### src/rtl/target_spawner_pkg.sv
// Shared definitions for the target spawner: FSM state encoding and point values.
package target_spawner_pkg;

    typedef enum logic [1:0] {
        IDLE   = 2'd0,
        GAP    = 2'd1,
        SPAWN  = 2'd2,
        ACTIVE = 2'd3
    } state_e;

    localparam int unsigned PTS_NORMAL = 1;
    localparam int unsigned PTS_BONUS  = 2;

endpackage

### src/rtl/sat_counter.sv
// Saturating up-counter, +1 or +2 per enabled cycle, synchronous active-low clear.
module sat_counter #(
    parameter int unsigned W = 8
) (
    input  logic         clk,
    input  logic         rst,
    input  logic         inc,
    input  logic         inc2,
    output logic [W-1:0] q
);

    logic [W-1:0] cnt_q;
    logic [W-1:0] cnt_d;
    logic [W:0]   sum;

    always_comb begin
        sum   = {1'b0, cnt_q} + (inc2 ? (W+1)'(2) : (W+1)'(1));
        cnt_d = cnt_q;
        if (inc) begin
            // Carry out means the add overflowed; clamp at all-ones.
            cnt_d = sum[W] ? '1 : sum[W-1:0];
        end
    end

    always_ff @(posedge clk) begin
        if (!rst) begin
            cnt_q <= '0;
        end else begin
            cnt_q <= cnt_d;
        end
    end

    assign q = cnt_q;

endmodule

### src/rtl/target_spawner.sv
// Turns LFSR words into timed game targets and keeps hit/miss tallies.
// Define TARGET_NO_REPEAT_EN to forbid two consecutive targets sharing an index.
module target_spawner
    import target_spawner_pkg::*;
#(
    parameter int unsigned NUM_TARGETS = 5,
    parameter int unsigned LIFE_CYCLES = 50,
    parameter int unsigned GAP_CYCLES  = 10,
    parameter int unsigned SCORE_W     = 8
) (
    input  logic                   clk,
    input  logic                   rst,
    input  logic                   en,
    input  logic [4:0]             prn,
    input  logic                   ys,
    input  logic                   hit_valid,
    input  logic [4:0]             hit_idx,
    output logic                   target_vld,
    output logic [4:0]             target_idx,
    output logic [NUM_TARGETS-1:0] target_onehot,
    output logic                   bonus,
    output logic                   hit_pulse,
    output logic                   miss_pulse,
    output logic [SCORE_W-1:0]     score,
    output logic [SCORE_W-1:0]     miss_cnt
);

    localparam int unsigned CntMax = (LIFE_CYCLES > GAP_CYCLES) ? LIFE_CYCLES : GAP_CYCLES;
    localparam int unsigned CntW   = (CntMax > 1) ? $clog2(CntMax) : 1;
    localparam logic [CntW-1:0] GapLoad  = CntW'(GAP_CYCLES - 1);
    localparam logic [CntW-1:0] LifeLoad = CntW'(LIFE_CYCLES - 1);

    state_e                 state_q, state_d;
    logic [CntW-1:0]        cnt_q, cnt_d;
    logic                   vld_q, vld_d;
    logic [4:0]             idx_q, idx_d;
    logic                   bonus_q, bonus_d;
    logic [NUM_TARGETS-1:0] onehot_q, onehot_d;
    logic                   hit_q, hit_d;
    logic                   miss_q, miss_d;
    logic [4:0]             spawn_idx;
`ifdef TARGET_NO_REPEAT_EN
    logic [4:0]             last_idx_q, last_idx_d;
`endif

    always_comb begin
        spawn_idx = 5'(32'(prn) % NUM_TARGETS);
`ifdef TARGET_NO_REPEAT_EN
        if (spawn_idx == last_idx_q) begin
            spawn_idx = ((32'(spawn_idx) + 1) == NUM_TARGETS) ? 5'd0 : spawn_idx + 5'd1;
        end
`endif
    end

    always_comb begin
        state_d = state_q;
        cnt_d   = cnt_q;
        vld_d   = vld_q;
        idx_d   = idx_q;
        bonus_d = bonus_q;
        hit_d   = 1'b0;
        miss_d  = 1'b0;
`ifdef TARGET_NO_REPEAT_EN
        last_idx_d = last_idx_q;
`endif
        if (!en) begin
            state_d = IDLE;
            vld_d   = 1'b0;
            bonus_d = 1'b0;
        end else begin
            unique case (state_q)
                IDLE: begin
                    state_d = GAP;
                    cnt_d   = GapLoad;
                end
                GAP: begin
                    if (cnt_q == '0) begin
                        state_d = SPAWN;
                    end else begin
                        cnt_d = cnt_q - 1'b1;
                    end
                end
                SPAWN: begin
                    idx_d   = spawn_idx;
                    bonus_d = ys;
                    vld_d   = 1'b1;
                    cnt_d   = LifeLoad;
                    state_d = ACTIVE;
`ifdef TARGET_NO_REPEAT_EN
                    last_idx_d = spawn_idx;
`endif
                end
                ACTIVE: begin
                    // A matching hit takes priority over a same-cycle timeout.
                    if (hit_valid && (hit_idx == idx_q)) begin
                        hit_d   = 1'b1;
                        vld_d   = 1'b0;
                        bonus_d = 1'b0;
                        state_d = GAP;
                        cnt_d   = GapLoad;
                    end else if (cnt_q == '0) begin
                        miss_d  = 1'b1;
                        vld_d   = 1'b0;
                        bonus_d = 1'b0;
                        state_d = GAP;
                        cnt_d   = GapLoad;
                    end else begin
                        cnt_d = cnt_q - 1'b1;
                    end
                end
                default: state_d = IDLE;
            endcase
        end
        onehot_d = vld_d ? (NUM_TARGETS'(1) << idx_d) : '0;
    end

    always_ff @(posedge clk) begin
        if (!rst) begin
            state_q  <= IDLE;
            cnt_q    <= '0;
            vld_q    <= 1'b0;
            idx_q    <= '0;
            bonus_q  <= 1'b0;
            onehot_q <= '0;
            hit_q    <= 1'b0;
            miss_q   <= 1'b0;
        end else begin
            state_q  <= state_d;
            cnt_q    <= cnt_d;
            vld_q    <= vld_d;
            idx_q    <= idx_d;
            bonus_q  <= bonus_d;
            onehot_q <= onehot_d;
            hit_q    <= hit_d;
            miss_q   <= miss_d;
        end
    end

`ifdef TARGET_NO_REPEAT_EN
    always_ff @(posedge clk) begin
        if (!rst) begin
            last_idx_q <= '0;
        end else begin
            last_idx_q <= last_idx_d;
        end
    end
`endif

    sat_counter #(
        .W (SCORE_W)
    ) u_score (
        .clk  (clk),
        .rst  (rst),
        .inc  (hit_d),
        .inc2 (bonus_q),
        .q    (score)
    );

    sat_counter #(
        .W (SCORE_W)
    ) u_miss (
        .clk  (clk),
        .rst  (rst),
        .inc  (miss_d),
        .inc2 (1'b0),
        .q    (miss_cnt)
    );

    assign target_vld    = vld_q;
    assign target_idx    = idx_q;
    assign target_onehot = onehot_q;
    assign bonus         = bonus_q;
    assign hit_pulse     = hit_q;
    assign miss_pulse    = miss_q;

endmodule

### config.mk
export PLATFORM = sky130hd
export DESIGN_NAME = target_spawner
export DESIGN_NICKNAME = d
export VERILOG_FILES = /design/src/rtl/target_spawner_pkg.sv /design/src/rtl/sat_counter.sv /design/src/rtl/target_spawner.sv
export SDC_FILE = /design/constraint.sdc
export NUM_CORES = 1
export LEC_CHECK = 0
export BUFFER_PORTS_ARGS = -buffer_cell sky130_fd_sc_hd__buf_2
export CORE_MARGIN = 4
export CORE_UTILIZATION = 40
export DETAILED_ROUTE_END_ITERATION = 8
export HOLD_SLACK_MARGIN = 0.12
export PLACE_DENSITY = 0.59
export SETUP_SLACK_MARGIN = 0.2
export SLEW_MARGIN = 20
export SYNTH_ARGS = -nofsm -noshare
export SYNTH_HDL_FRONTEND = slang
export SYNTH_SLANG_ARGS = --single-unit
export TNS_END_PERCENT = 30
### constraint.sdc
create_clock -name clk -period 3.2 [get_ports clk]
set_clock_uncertainty 0.15 [all_clocks]
set_input_delay 0.16 -clock clk [delete_from_list [all_inputs] [get_ports clk]]
set_output_delay 0.16 -clock clk [all_outputs]
set_load 0.05 [all_outputs]
==> impl_metrics.ini <==
[yosys]
synthTopCellsByArea = dfxtp_1 (30%), ha_1 (7.3%), nor2_1 (3.2%)
synth_cell_types = 71
netlist_area_um2 = 2577
seq_area_frac_synth_pct = 29.51
yosys.area.top_type = dfxtp_1
ys_ff_latch = 38
syn-instance-count = 299
synth_ff_type = dfxtp_1
async_reset_ff_share_pct = 0
ys_warn_count = 0
synth_edf_count = 0
synth_top_area_share_pct = 29.51
syn_nets = 330
syn_avg_cell_area_um2 = 8.620

[floorplan]
io_pins = 45
die-area_um2 = 7792
initial_core_util_pct = 42.28
rows = 28
core_area_um2 = 6096
die_x_um = 88.27
die_h_um = 88.27

[critical_path]
worstSetupStartpoint = prn[4]
worstPathRequired_ns = 3.26
cp_max_fo = 6
timing.rr.start = target_idx[3]$_SDFF_PN0_
arrival_ns = 2.86
start_kind = primary input
worst_setup_path_end_kind = flop
path_class = primary input to flop

[sta]
grt_setup_unrepaired = no
timing.final.crit_share_pct = 87.43
whs_ns = 0.2266
drv_slew = 0
max_slew_margin_pct = 43.75
setup_viol = 0
finalCriticalPeriod_ns = 2.798
worst_slew_pin_slew_ns = 0.8429
report.final.hold_viol_count = 0
max_freq_mhz = 357.4

[power]
leakagePower_nw = 1.416
p_per_area_nw_per_um2 = 364.1
ir_drop_mv = 0.2303

[flow_run]
drv_cap = 0

[detailed_routing]
wirelength_um = 6262
routed-via-count = 2445
dr.pass1.iters = 4
drt-initial-drc-count = 84
vias_per_cell = 5.557
ant_nets = 0
drc = 0
wire_per_inst_um = 14.23

[cts]
clock_path_buffers = 2
path_clk_slew_ns = 0.08
h-tree-depth = 2
cts_made_buffers = 5
cts_tree = yes
clk_latency_ns = 0.29
cts.sinks = 38
clockRootBuffer = clkbuf_8

[finish]
antenna_cells = 0
layout_common_cells = buf_2 (44), dfxtp_1 (38), nor2_1 (22)
num-fill-cells = 577
drive_gt1_share_pct = 29.04
stdcell_count = 440
nets = 395
area_delta_synth_final_pct = 24.85
final_util_pct = 52.79
final_common_cell = buf_2

[placement]
dp_cells = 427
place.gp.congestion = 0.8359
io_buffer_count = 44
hpwl_um = 4826

[global_route]
grt_overflow = 0
grt_first_pass_wirelength_um = 10740
grt_antenna_before_repair = 0
first_global_vias = 2321
grt_max_degree = 26
grtUsageTotal_pct = 17.17

[min_path]
min_from = hit_idx[1]
hp-class = primary input to flop

[status]
status = finished, final reports clean
-- cells by family after synthesis --
| kind of cell | Yosys count | synth area share [%] |
|---|---|---|
| compound gates | 81 | 24.95 |
| xor+xnor | 7 | 2.379 |
| fa+ha+maj | 16 | 8.058 |
| buf+inv | 29 | 5.145 |
| flops | 38 | 29.51 |
| mux | 2 | 0.8737 |
| simple gates | 126 | 29.08 |
-- power by group --
group          switching [W]  internal, W
combinational       0.000168     0.000122
clock               0.000175     0.000218
sequential        0.00000753     0.000481
total               0.000350     0.000822
-- layout make-up --
cell class                 count  area, um2  share of cell area, %
sequential                    38      760.7                  23.64
multi-input combinational    232       1779                  55.29
inverter                      21      78.83                  2.449
clock buffer                   8      110.1                  3.421
tap                           75      93.84                  2.916
timing repair buffer          66      395.4                  12.29
-- layer usage --
| layer | vias up | global-route usage, % | share of wire, % |
|---|---|---|---|
| met5 | - | 0 | 0 |
| met4 | 0 | 5.082 | 1.2 |
| met3 | 10 | 3.259 | 4.5 |
| met2 | 52 | 26.04 | 43 |
| met1 | 1136 | 24.76 | 51 |
| li1 | 1247 | - | - |
-- metrics by stage --
step | TNS, ns | setup WS (ns) | total power (W) | cell area (um2)
after floorplan | 0 | 0.07074 | 0.0007007 | 2655
after global placement | 0 | 0.04256 | 0.0007734 | 3034
after detailed placement | -0.06747 | -0.04855 | 0.0007746 | 3034
after CTS | 0 | 0.2216 | 0.001172 | 3184
after global routing | 0 | 0.2016 | 0.001231 | 3218
final | 0 | 0.4022 | 0.001172 | 3218
-- path summary, 6_finish.rpt --
check | to | slack, ns | cells past startpoint
max | target_onehot[0]$_SDFF_PP0_ | 0.40 | 16
min | hit_pulse$_SDFF_PN0_ | 0.23 | 4
max reg2reg | cnt_q[5]$_SDFFE_PN0P_ | 0.62 | 7
min reg2reg | state_q[1]$_SDFFE_PN0P_ | 0.34 | 2
-- sequential cells by signal, indices dropped and copies added, names as in the netlist --
name	cells
target_vld	1
target_idx	5
state_q	2
bonus	1
miss_pulse	1
u_score.q	8
target_onehot	5
u_miss.q	8
hit_pulse	1
cnt_q	6
-- critical path, stage by stage --
cell       delay (ns)
buf_2            0.11
nand2_1          0.07
mux2_4           0.30
ha_4             0.17
and2b_2          0.24
o21ai_4          0.07
nor3_4           0.17
xnor2_2          0.15
inv_2            0.08
ha_2             0.18
nor2b_1          0.10
a41oi_1          0.06
o2bb2ai_2        0.20
a2111o_1         0.39
and2_4           0.18
nor4_2           0.23
-- cell usage after synthesis (4+ instances only) --
cell	number
dfxtp_1	38
nor2_1	22
nand2_1	21
inv_1	20
ha_1	15
a21oi_1	14
nand3_1	14
nor3_1	12
and3_1	11
o21ai_0	10
a211oi_1	8
a311oi_1	6
a31oi_1	6
nor2b_1	6
and4_1	5
nand4_1	5
nor4_1	5
xor2_1	5
o221ai_1	4
-- timing repair --
item,in CTS,in global routing
setup endpoints to repair,0,7
hold endpoints to repair,9,0
buffers inserted,0,1
resized for setup,0,6
hold buffers,4,0
No activity file was read; power rests on OpenSTA's default activity.
